**config.mk**
```make
export PLATFORM = sky130hd
export DESIGN_NAME = lsu_split
export DESIGN_NICKNAME = d
export VERILOG_FILES = /design/src/rtl/lsu_split.sv
export SDC_FILE = /design/constraint.sdc
export NUM_CORES = 1
export LEC_CHECK = 0
export CAP_MARGIN = 20
export CORE_MARGIN = 2
export CORE_UTILIZATION = 45
export DETAILED_ROUTE_END_ITERATION = 8
export HOLD_SLACK_MARGIN = 0.12
export PLACE_DENSITY_LB_ADDON = 0.15
export SLEW_MARGIN = 25
export SYNTH_ARGS = -nofsm -noshare
export SYNTH_HDL_FRONTEND = slang
export SYNTH_SLANG_ARGS = --single-unit
```
**constraint.sdc**
```tcl
create_clock -name clk -period 2.2 [get_ports clk]
set_input_delay 0.44 -clock clk [delete_from_list [all_inputs] [get_ports clk]]
set_output_delay 0.44 -clock clk [all_outputs]
set_load 0.01 [all_outputs]
```
**src/rtl/lsu_split.sv**
```systemverilog
// rtl/lsu_split.sv - load/store sequencer splitting word-crossing accesses for a sync-read BRAM
//
// Ports:
//   clk, rst                     clock (rising edge), synchronous active-high reset
//   req_valid/req_ready          core request handshake; ready only while IDLE
//   req_we, req_funct3           store flag and access size/extension code
//   req_addr, req_wdata          byte address (any alignment), right-justified store data
//   resp_valid                   one-cycle completion pulse
//   resp_rdata, resp_err         extended load data, access fault flag
//   mem_addr, mem_we, mem_wd     word-aligned address, lane-positioned enables and data
//   mem_rd                       memory read data, one cycle after mem_addr
//
// Optional feature macro: MISALIGN_TRAP_EN (word-crossing accesses fault instead of splitting).

module lsu_split #(
    parameter int ADDR_W = 32
) (
    input  logic              clk,
    input  logic              rst,
    input  logic              req_valid,
    output logic              req_ready,
    input  logic              req_we,
    input  logic [2:0]        req_funct3,
    input  logic [ADDR_W-1:0] req_addr,
    input  logic [31:0]       req_wdata,
    output logic              resp_valid,
    output logic [31:0]       resp_rdata,
    output logic              resp_err,
    output logic [ADDR_W-1:0] mem_addr,
    output logic [3:0]        mem_we,
    output logic [31:0]       mem_wd,
    input  logic [31:0]       mem_rd
);

    typedef enum logic [2:0] {IDLE, ACC0, ACC1, WAIT, DONE} state_t;

    state_t state, state_n;

    // Request fields latched at accept.
    logic        r_we;
    logic [1:0]  r_off;
    logic [1:0]  r_size;   // 0 byte, 1 half, 2 word
    logic        r_uns;
    logic        r_split;
    logic [3:0]  hi_we;    // second-word enables/data, computed once at accept
    logic [31:0] hi_wd;
    logic [31:0] word0;

    // Decode of the incoming request.
    logic [1:0]  size_a;
    logic        uns_a;
    logic [2:0]  nbytes_a;
    logic [3:0]  mask_a;
    logic [1:0]  off_a;
    logic        split_a;
    logic        trap_a;
    logic [7:0]  we8_a;
    logic [63:0] wd64_a;

    always_comb begin
        size_a = 2'd2;
        uns_a  = 1'b0;
        // Anything not a legal code for this direction falls back to a word access.
        case (req_funct3)
            3'b000: size_a = 2'd0;
            3'b001: size_a = 2'd1;
            3'b100: if (!req_we) begin size_a = 2'd0; uns_a = 1'b1; end
            3'b101: if (!req_we) begin size_a = 2'd1; uns_a = 1'b1; end
            default: ;
        endcase
        case (size_a)
            2'd0:    begin nbytes_a = 3'd1; mask_a = 4'b0001; end
            2'd1:    begin nbytes_a = 3'd2; mask_a = 4'b0011; end
            default: begin nbytes_a = 3'd4; mask_a = 4'b1111; end
        endcase
        off_a   = req_addr[1:0];
        split_a = (({1'b0, off_a} + nbytes_a) > 3'd4);
        we8_a   = {4'b0000, mask_a} << off_a;
        wd64_a  = {32'h0, req_wdata} << {off_a, 3'b000};
`ifdef MISALIGN_TRAP_EN
        trap_a  = split_a;
`else
        trap_a  = 1'b0;
`endif
    end

    // Load assembly: for a split load the low word was captured in ACC1 and the
    // high word is on mem_rd now; select the 32-bit window starting at the offset.
    logic [63:0] rd64;
    logic [31:0] rd_win;
    logic [31:0] ld_ext;

    always_comb begin
        rd64   = r_split ? {mem_rd, word0} : {32'h0, mem_rd};
        rd_win = rd64[{r_off, 3'b000} +: 32];
        case (r_size)
            2'd0:    ld_ext = {{24{~r_uns & rd_win[7]}}, rd_win[7:0]};
            2'd1:    ld_ext = {{16{~r_uns & rd_win[15]}}, rd_win[15:0]};
            default: ld_ext = rd_win;
        endcase
    end

    assign req_ready = (state == IDLE);

    always_ff @(posedge clk) begin
        if (rst) state <= IDLE;
        else     state <= state_n;
    end

    always_comb begin
        state_n = state;
        case (state)
            IDLE: if (req_valid) state_n = trap_a ? DONE : ACC0;
            ACC0: begin
                if (r_split)   state_n = ACC1;
                else if (r_we) state_n = DONE;
                else           state_n = WAIT;
            end
            ACC1: state_n = r_we ? DONE : WAIT;
            WAIT: state_n = DONE;
            DONE: state_n = IDLE;
            default: state_n = IDLE;
        endcase
    end

    // Registered outputs are loaded on the edge entering the state they belong to.
    always_ff @(posedge clk) begin
        if (rst) begin
            resp_valid <= 1'b0;
            resp_rdata <= 32'h0;
            mem_addr   <= '0;
            mem_we     <= 4'b0000;
            mem_wd     <= 32'h0;
            r_we       <= 1'b0;
            r_off      <= 2'd0;
            r_size     <= 2'd0;
            r_uns      <= 1'b0;
            r_split    <= 1'b0;
            hi_we      <= 4'b0000;
            hi_wd      <= 32'h0;
            word0      <= 32'h0;
        end else begin
            resp_valid <= 1'b0;
            case (state)
                IDLE: begin
                    mem_we <= 4'b0000;
                    if (req_valid) begin
                        r_we    <= req_we;
                        r_off   <= off_a;
                        r_size  <= size_a;
                        r_uns   <= uns_a;
                        r_split <= split_a;
                        hi_we   <= we8_a[7:4];
                        hi_wd   <= wd64_a[63:32];
                        if (trap_a) begin
                            resp_valid <= 1'b1;
                            resp_rdata <= 32'h0;
                        end else begin
                            mem_addr <= {req_addr[ADDR_W-1:2], 2'b00};
                            if (req_we) begin
                                mem_we <= we8_a[3:0];
                                mem_wd <= wd64_a[31:0];
                            end
                        end
                    end
                end
                ACC0: begin
                    if (r_split) begin
                        mem_addr <= mem_addr + ADDR_W'(4);
                        mem_we   <= r_we ? hi_we : 4'b0000;
                        if (r_we) mem_wd <= hi_wd;
                    end else begin
                        mem_we <= 4'b0000;
                        if (r_we) resp_valid <= 1'b1;
                    end
                end
                ACC1: begin
                    mem_we <= 4'b0000;
                    word0  <= mem_rd;
                    if (r_we) resp_valid <= 1'b1;
                end
                WAIT: begin
                    resp_rdata <= ld_ext;
                    resp_valid <= 1'b1;
                end
                default: mem_we <= 4'b0000;
            endcase
        end
    end

`ifdef MISALIGN_TRAP_EN
    always_ff @(posedge clk) begin
        if (rst) resp_err <= 1'b0;
        else     resp_err <= (state == IDLE) && req_valid && trap_a;
    end
`else
    assign resp_err = 1'b0;
`endif

endmodule
```
## Word-level counts from Yosys, hierarchy flattened

Cells that the tools add are included.

| word-level totals | value |
|---|---|
| input port bits | 103 |
| memories kept | 0 |
| flip-flop bits (word level) | 179 |
| RAM bits | 0 |
| bits in read-only memories | 0 |
| latch bits | 0 |

| cells by class | value |
|---|---|
| divide/modulo/power cells | 0 |
| multiply operators | 0 |
| magnitude comparators | 1 |
| $add $sub $neg | 2 |
| shifts and indexed selects | 3 |
| equality and inequality tests | 12 |
| multiplexer cells | 29 |
| reduce and logical (&&, ||, !) cells | 9 |
| bitwise logic cells | 3 |

Operator list:

| kind | number |
|---|---|
| $mux W32 | 6 |
| $pmux W32 S2 | 3 |
| $mux W64 | 1 |
| $shiftx A64 B6 Y32 | 1 |
| $shl A32 B5 Y64 | 1 |
| $add A32 B3 Y32 const B | 1 |
| $mux W4 | 4 |
| $pmux W3 S4 | 1 |
| $pmux W4 S3 | 1 |
| $mux W3 | 3 |
| $pmux W2 S4 | 1 |
| $pmux W4 S2 | 1 |
| $shl A4 B2 Y8 | 1 |
| $eq A3 B1 Y1 const B | 2 |
| $eq A3 B2 Y1 const B | 2 |
| $eq A3 B3 Y1 const B | 2 |
| $logic_not A3 Y1 | 2 |
| $ne A2 B2 Y1 const B | 3 |
| $pmux W3 S2 | 1 |
| $reduce_and A5 Y1 | 1 |
| $eq A2 B1 Y1 const B | 2 |
| $logic_not A2 Y1 | 2 |
| $mux W1 | 4 |
| $mux W2 | 2 |
| other kinds (10) | 11 |

## Depth between registers and ports, before layout

| depth | value |
|---|---|
| depth after elaboration | 8 |
| depth in mapped cells | 9 |

## Least setup slack after synthesis

OpenSTA, ideal clock, no wires.

| path | value |
|---|---|
| path type | reg-to-reg |
| start point | register mem_addr[2] |
| end point | register mem_addr[26] |
| arrival time | 2,046 ps |
| stages on the path, launching flop included | 7 |
| buffers on the path | 0 |
| library setup time | 74 ps |
| slack | 80 ps |
| cells stage by stage | dfxtp_1 -> ha_1 -> nand3_1 -> nor4_2 -> nand2_1 -> or4_1 -> a31oi_1 |

| between the ends | value |
|---|---|
| word-level cells in the longest chain between the ends | 3 |

RTL lines:

| what | RTL line | source |
|---|---|---|
| from (decl) | 29 | `output logic [ADDR_W-1:0] mem_addr,` |
| from (signal assigned) | 159 | `mem_addr <= {req_addr[ADDR_W-1:2], 2'b00};` |
| from (signal assigned) | 169 | `mem_addr <= mem_addr + ADDR_W'(4);` |
| $add A32 B3 Y32 | 169 |  |
| $mux W32 | 168 | `if (r_split) begin` |
| $pmux W32 S2 | 144 | `case (state)` |

No other way between the ends. The select of a mux whose other input is x is not followed.
A chain may end at the register's enable or synchronous reset.

## Worst setup path in the final report

| path | value |
|---|---|
| start point | register state[0] |
| end point | output port req_ready |

| between the ends | value |
|---|---|
| word-level cells in the longest chain between the ends | 1 |

RTL lines:

| what | RTL line | source |
|---|---|---|
| from (decl) | 37 | `state_t state, state_n;` |
| from (signal assigned) | 107 | `else state <= state_n;` |
| $logic_not A3 Y1 | 103 | `assign req_ready = (state == IDLE);` |
| to (decl) | 21 | `output logic req_ready,` |

No other way between the ends.

==> impl_metrics.yaml <==
outcome:
  outcome: "complete, no violations"
worst_setup_path:
  end_kind: "primary output"
  r2r_slack_ps: 140
  crit_path_start_kind: "flip-flop"
  reg2reg_to: "resp_rdata[31]$_SDFFE_PP0P_"
  crit_required_ps: 1760
  arrival_ps: 1630
  critPathKind: "flip-flop to primary output"
  reg2regPathDepth: 5
  r2r-start: "r_split$_SDFFE_PP0P_"
  worstPathMaxFanout: 6
clocking:
  numCtsBuffers: 17
  clkTransAtPathRegs_ps: 60
  cts_buffer_depth: 2
  clk_latency_ps: 430
  htreeDepth: 4
  cts_tree: "yes"
  cts_hold_buf: 0
  root_buffer: "clkbuf_16"
  clock_sinks: 168
timing:
  setup_viol: 0
  timing.fmax_ghz: 0.484
  finalMaxSlewViolations: 0
  relSlewSlack_pct: 51.6
  rsz0062_at_grt: "no"
  timing.setup.tns_ps: 0
  fin_crit_sh_pct: 94.0
  skew_ps: 8.32
  period_minus_slack_ps: 2070
  tightest_slew_ps: 723
  finalHoldViolCount: 0
place:
  hpwlAfterDp_um: 19800
  port_buffers: 202
  place_inst: 1544
  place.gp.congestion: 0.915
synthesis:
  synth_area_leader_cell: "dfxtp_1"
  synthArstFlopShare_pct: 0
  seq_area_frac_synth_pct: 37.8
  synth-edff-count: 0
  yosysWarnings: 0
  synth_flop_cell: "dfxtp_1"
  syn_area_sq_mm: 0.00890
  avgSynthCellArea_sq_um: 8.05
  ys_ff_latch: 168
  yosysMostFrequentCell: "dfxtp_1"
  synth.cells.most_frequent: "dfxtp_1 (168), nand2_1 (155), a21oi_1 (125), nor2_1 (116), clkbuf_1 (84)"
  yosysTopAreaCellShare_pct: 37.8
  synth_cells: 1105
  synth.distinct_cells: 62
  synthTopCellsByArea: "dfxtp_1 (38%), a21oi_1 (7.0%), mux2i_1 (6.7%)"
final_layout:
  antenna_cells: 0
  drive_above_1_share_pct: 12.7
  fin_cells: 1574
  area_delta_synth_final_pct: 36.5
  layout.nets: 1405
route:
  post_drt_wl_per_cell_um: 17.9
  ant_nets: 0
  initialDrtViolationCount: 839
  num_vias: 8990
  dr.pass1.iters: 5
  wl_um: 28100
  drc: 0
  vias_per_cell: 5.71
min_path:
  whs_endpoint: "hi_we[1]$_SDFFE_PP0P_"
  min_from: "req_addr[1]"
  hold_path.class: "input port to flip-flop"
  min_path_cells: 3
power:
  ir_drop_mv: 0.666
  leakage_nw: 4.14
  cellPowerDensity_mw_per_mm2: 799
global_routing:
  gr-usage-met2_pct: 40.0
  grt_pass1_wl_um: 44000
  antenna_found_initial: 0
  grt_pass1_vias: 8168
  grt.overflow.total: 0
  grt_use_met1_pct: 39.7
  grtUsageTotal_pct: 26.8
  grt_max_degree: 57
  grt_use_met3_pct: 4.77
  top_usage_layer: "met2"
die:
  num_rows: 51
  io_pins: 206
  coreArea_sq_mm: 0.0195
  die_area_sq_mm: 0.0209
  die_w_um: 145
  die_h_um: 145
  initial_utilization_pct: 45.7
run:
  cap_violations: 0
-- critical path: stages, from the launching register on --
cell	delay [ps]
dfxtp_1	380
or3_1	430
inv_1	90
dlygate4sd2_1	310
-- cell usage in the layout, fill, tap and decap left out, drive strengths merged, types with 14 or more instances in the layout --
master	count
clkdlybuf4s50	195
dfxtp	168
nand2	155
a21oi	125
nor2	116
buf	76
mux2i	60
a211oi	56
nor3	46
nand3	35
o21ai	28
mux2	25
clkbuf	20
a311oi	14
-- flip-flops by register name (all words and copies together), names as in the netlist --
register    count
resp_rdata     32
mem_we          4
r_size          2
resp_valid      1
mem_addr       30
r_split         1
hi_wd          24
state           3
word0          32
hi_we           3
mem_wd         32
r_uns           1
r_off           2
r_we            1
-- worst max-delay path by stage --
stage                                         from                           to  slack (ps)  cells after the start
after global routing         state[0]$_SDFFE_PP0P_      mem_wd[22]$_SDFFE_PP0P_          10                      6
after floorplan           mem_addr[2]$_SDFFE_PP0P_    mem_addr[26]$_SDFFE_PP0P_          80                      6
after global placement                  mem_rd[23]  resp_rdata[31]$_SDFFE_PP0P_        -370                      6
after detailed placement                mem_rd[23]  resp_rdata[13]$_SDFFE_PP0P_        -460                      7
final                        state[0]$_SDFFE_PP0P_                    req_ready         130                      3
after CTS                    r_off[1]$_SDFFE_PP0P_  resp_rdata[13]$_SDFFE_PP0P_          20                      6
-- power breakdown --
part           total [mW]  switching (mW)  internal (mW)  leakage (nW)
Clock                3.09            1.24           1.84         0.293
Sequential           3.65           0.271           3.37          1.37
Combinational        2.97            1.58           1.40          2.48
-- cells by family (layout without fill, tap and decap cells) --
| group | count (synthesis) | count (layout) | share of synthesized area (%) |
|---|---|---|---|
| simple gates | 421 | 421 | 21.2 |
| buf+inv | 112 | 314 | 5.12 |
| fa+ha+maj | 4 | 4 | 0.647 |
| flops | 168 | 168 | 37.8 |
| other cells | 1 | 3 | 0.0421 |
| compound gates | 304 | 304 | 22.9 |
| xor+xnor | 1 | 1 | 0.0984 |
| mux | 94 | 94 | 12.2 |
-- metal layers --
metal / vias to the layer above / share of wire, %
li1: 4384 / -
met1: 4242 / 47
met2: 329 / 44
met3: 35 / 7.5
met4: 0 / 1.6
met5: - / 0
-- area by class of cell --
type	instances	area [sq um]
well taps	265	332
clock buffers	20	457
flip-flops and latches	168	3370
fillers	1772	7310
repair buffers	276	2690
clock inverters	10	146
inverters	8	30.0
multi-input cells	827	5120
-- per-stage QoR --
step                cell area [sq um]  worst slack [ps]  total power, mW  util, %  hold WS, ps
floorplan                        8910              79.9             5.29        -          432
global placement                11500              -370             6.62     59.3          438
detailed placement              11500              -458             6.65     59.3          444
CTS                             12100              16.1             9.74     62.4          417
global route                    12100              11.9             10.2     62.4          442
finish                          12100               133             9.71     62.4          436
-- timing repair --
action	CTS	global route
buffers inserted	0	0
gates resized for setup	6	3
pin swaps	1	1
setup endpoints to repair	3	25
endpoints found under the hold margin	0	0
No activity file was read; power rests on OpenSTA's default activity.
==> variant 1: new RTL, same settings <==
Set the parameter `ADDR_W` to 64 (it was 32).
--- a/src/rtl/lsu_split.sv
+++ b/src/rtl/lsu_split.sv
@@ -13,7 +13,7 @@
 // Optional feature macro: MISALIGN_TRAP_EN (word-crossing accesses fault instead of splitting).
 
 module lsu_split #(
-    parameter int ADDR_W = 32
+    parameter int ADDR_W = 64
 ) (
     input  logic              clk,
     input  logic              rst,
Ports: changed (resized mem_addr and req_addr); port bits go from 206 to 270. No check against the original RTL was run, so the function may have changed too.
==> variant 1 against the unedited design <==
The flow now finishes with violations (setup timing). Synthesized area is 26% higher. Sequential cell count up 32. Combinational power is 57% higher. Wire length up 43%. Non-clock buffer count rose by 170. Clock power barely moved. Critical path depth is 3 higher. Power is 26% higher. Design area up 33%. Cell count up 35%. Fmax shrank 16%. Global-route usage is 2.6 points higher. Setup slack lost 0.40 ns. Largest cell class unchanged.
==> variant 1: results (changes against the unedited design) <==
Routability Congestion -> 0.919 (+0.37%)
Met3 WL -> 3.20 mm (+52%)
Root Driver -> clkbuf_16
Final Skew -> 0.0177 ns (+0.00940 ns)
Run status -> finished, violations left
Max Root-Sink Buffers -> 2 (unchanged)
Distinct cell type count after synthesis -> 71 (+15%)
Max VDD drop -> 0.000578 V (-13%)
Setup CP Type -> flip-flop to flip-flop
First-pass GRT wire length -> 62.5 mm (+42%)
Clock net power -> 3.09 mW (about the same)
Num CTS Buffers -> 17 (unchanged)
CP Max Fanout -> 6 (unchanged)
Sw power -> 4.46 mW (+44%)
Worst path max stage delay -> 0.53 ns (+0.10 ns)
Max FFs per register -> 62
Final setup TNS -> -1.67 ns (-1.67 ns)
Combinational group share of total power -> 38.1% (+7.5 points)
Reg with most FFs -> mem_addr
Total wire length -> 40.2 mm (+43%)
Synth cell count leaders -> nand2_1, dfxtp_1, a21oi_1, nor2_1, clkbuf_1
Dpl hpwl -> 28.8 mm (+45%)
Kind of cell adding the most delay to the critical path -> simple AND/OR/NAND/NOR gates
Crit Reg-Reg Startpoint -> mem_addr[7]$_SDFFE_PP0P_
Clock-pin slew on the worst setup and hold paths -> 0.08 ns (+0.02 ns)
Worst-Margin Slew -> 0.679 ns (-0.0441 ns)
Synth top area cells -> dfxtp_1, nand2_1, a21oi_1
Via-per-instance ratio -> 6.00 (+5.0%)
Yosys warning count -> 0 (unchanged)
Port-buffer cells -> 266 (+32%)
H-tree depth -> 4 (unchanged)
HP Start -> rst
Leak -> 5.88 nW (+42%)
N_diodes -> 0 (unchanged)
Sequential share of the synthesized area -> 35.7% (-2.1 points)
CP max stage cell -> or4_4
Layout cells sized above 1 -> 18.3% (+5.6 points)
Iteration count of the initial detailed-routing pass -> 5 (unchanged)
Setup violators final -> 9 (+9)
Ys async rst share -> 0% (unchanged)
Failing checks -> setup timing
Wl on met1 -> 17.8 mm (+35%)
Top routing layer in use -> met4
Overall Global Routing Usage -> 29.4% (+2.6 points)
Worst skew pair latency -> 0.44 ns
Worst Hold Class -> primary input to flip-flop
Number of global-route vias before repair -> 11.6k (+42%)
Starting DRT DRC Count -> 1,208 (+44%)
Met2 Wirelength -> 18.2 mm (+47%)
Final nets -> 1,924 (+37%)
Largest net degree at the start of global routing -> 88 (+54%)
Setup WS post-layout -> -0.268 ns (-0.401 ns)
Cell Pwr Density -> 755 mW/mm^2 (-5.5%)
Initial antenna violation count -> 0 (unchanged)
[variant 1: timing repair]
action | 4_1_cts | 5_1_grt
pin swaps | 10 | 21
gates resized for setup | 16 | 41
endpoints found under the setup margin | 21 | 29
buffers inserted | 3 | 13
hold buffers | 0 | 0
[variant 1: final timing paths]
| kind | end | slack (ns) | cells past startpoint |
|---|---|---|---|
| max | mem_addr[59]$_SDFFE_PP0P_ | -0.27 | 6 |
| min | mem_addr[60]$_SDFFE_PP0P_ | 0.43 | 2 |
| max reg2reg | mem_addr[59]$_SDFFE_PP0P_ | -0.27 | 6 |
| min reg2reg | hi_wd[17]$_SDFFE_PP0P_ | 0.45 | 2 |
[variant 1: cell type report]
cell class / count / area, um^2
timing repair buffer: 446 / 4210
multi-input combinational: 1111 / 6900
clock buffer: 17 / 425
fill: 2143 / 8230
tap: 324 / 405
sequential: 200 / 4050
inverter: 9 / 33.8
clock inverter: 14 / 139
[variant 1: metal layers]
layer,GRT usage [%],vias up
met5,0,-
met3,4.19,80
met1,41.6,6005
met4,10.1,0
met2,45.9,616
li1,-,6024
[variant 1: metrics by stage]
step                instance area (um^2)  std cells  hold WS [ns]  setup WS (ns)  utilization [%]
floorplan                          11300       1450         0.432         -0.454                -
global placement                   15200       2074         0.439         -0.371             62.4
detailed placement                 15200       2074         0.443         -0.408             62.4
CTS                                15900       2108         0.414         -0.249             65.1
global route                       16200       2121         0.433         -0.340             66.3
finish                             16200       2121         0.427         -0.268             66.3
[variant 1: kinds of logic (layout without fill, tap and decap cells)]
kind of cell    count (synthesis)  in the layout  share of synthesized area (%)
simple gates                  576            576                           24.1
flops                         200            200                           35.7
compound gates                436            436                           24.7
buf+inv                       139            486                           5.32
fa+ha+maj                       4              4                          0.513
other cells                     1              3                         0.0334
xor+xnor                        1              1                         0.0781
mux                            91             91                           9.58
==> variant 2: new RTL, same settings <==
Made on the original files. Encoding of `state_t`: now Gray code (3 bits for 5 states).
--- a/src/rtl/lsu_split.sv
+++ b/src/rtl/lsu_split.sv
@@ -32,7 +32,7 @@
     input  logic [31:0]       mem_rd
 );
 
-    typedef enum logic [2:0] {IDLE, ACC0, ACC1, WAIT, DONE} state_t;
+    typedef enum logic [2:0] {IDLE = 3'b000, ACC0 = 3'b001, ACC1 = 3'b011, WAIT = 3'b010, DONE = 3'b110} state_t;
 
     state_t state, state_n;
 
Function: no difference found for any inputs over 4 cycles, from zero or initial values and one cycle with rst high; so few cycles prove little.
==> variant 2 against the unedited design <==
Power shrank 7.2%. Combinational power down 16%. Global-route usage rose by 1.1 points. Clock power shrank 3%. Wire length rose by 4.0%. Sequential cell count unchanged. Fmax fell by 2.2%. Clock skew up 0.0076 ns. Design area is 1.2% higher. Register-to-register slack worse by 0.05 ns. Synthesized area unchanged. Setup slack lost 0.046 ns. Die area unchanged. Largest power group unchanged.
==> variant 2: results (changes against the unedited design) <==
M2 GR Usage -> 44.0% (+4.1 points)
Vias -> 9,213 (+2.5%)
Met2 Wirelength -> 13.6 mm (+9.8%)
Number of global-route vias before repair -> 8,365 (+2.4%)
Pre-CTS WS -> -0.620 ns (-0.162 ns)
Crit path launch -> mem_addr[2]$_SDFFE_PP0P_
Layout area overhead -> 38.2%
Run status -> finished clean
DP Area -> 0.0116 mm^2 (+0.76%)
Worst Path Arrival -> 2.46 ns (+0.83 ns)
Overall Global Routing Usage -> 27.9% (+1.1 points)
Layout cells sized above 1 -> 13.6% (+0.92 points)
Met1 Use GR -> 38.6% (-1.0 points)
Max VDD drop -> 0.000508 V (-24%)
First-pass GRT wire length -> 45.6 mm (+3.6%)
Initial antenna violation count -> 1 (+1)
Met3 WL -> 1.88 mm (-11%)
Distinct cell type count after synthesis -> 65 (+4.8%)
Wl on met1 -> 13.1 mm (-0.99%)
R2R Path End -> mem_addr[28]$_SDFFE_PP0P_
HP Start -> rst
CP Max Fanout -> 13 (+7)
Synth cell count leaders -> nand2_1, dfxtp_1, a21oi_1, nor2_1, clkbuf_1
Setup WS post-layout -> 0.0872 ns (-0.0455 ns)
Worst-Margin Slew -> 0.655 ns (-0.0677 ns)
Iteration count of the initial detailed-routing pass -> 7 (+2)
Grt met3 use -> 5.26% (+0.50 points)
Fin Hold WS -> 0.380 ns (-0.0551 ns)
Leak -> 4.31 nW (+4.1%)
[variant 2: cell count changes after synthesis, sizes merged, moves of 14 or more]
| cell | delta |
|---|---|
| o21ai | +21 |
| buf | +14 |
| a21oi | +19 |
| a211oi | -18 |
| clkbuf | -17 |
| nand2 | +31 |
| nor2 | -33 |
[variant 2: metrics by stage]
stage | instances | total power [mW]
global placement | 1574 | 6.01
floorplan | 1121 | 4.82
finish | 1612 | 9.01
detailed placement | 1574 | 6.03
CTS | 1606 | 9.02
global route | 1611 | 9.44
[variant 2: power by group]
group | internal, mW | switching, mW | total, mW
clock | 1.71 | 1.28 | 2.99
sequential | 3.31 | 0.222 | 3.53
combinational | 1.22 | 1.27 | 2.49
total | 6.24 | 2.77 | 9.01
[variant 2: kinds of logic (layout without fill, tap and decap cells)]
kind of cell    count (synthesis)  in the layout  share of synthesized area, %
buf+inv                       109            333                          5.13
xor+xnor                        1              1                        0.0984
compound gates                323            323                          22.5
mux                            94             94                          12.3
other cells                     1              5                        0.0421
flops                         168            168                          37.8
simple gates                  419            419                          21.5
fa+ha+maj                       4              4                         0.647
[variant 2: timing repair]
item                                    4_1_cts  5_1_grt
setup buffers                                 0        4
hold endpoints to repair                      0        0
pin swaps                                     0        3
resized for setup                             2       12
endpoints found under the setup margin       30       48
[variant 2: layout make-up]
| type | count | share of cell area [%] |
|---|---|---|
| tap | 265 | 2.70 |
| clock buffer | 19 | 3.60 |
| clock inverter | 13 | 1.19 |
| timing repair buffer | 293 | 23.2 |
| antenna | 2 | 0.0407 |
| inverter | 8 | 0.244 |
| multi-input combinational | 844 | 41.7 |
| sequential | 168 | 27.4 |
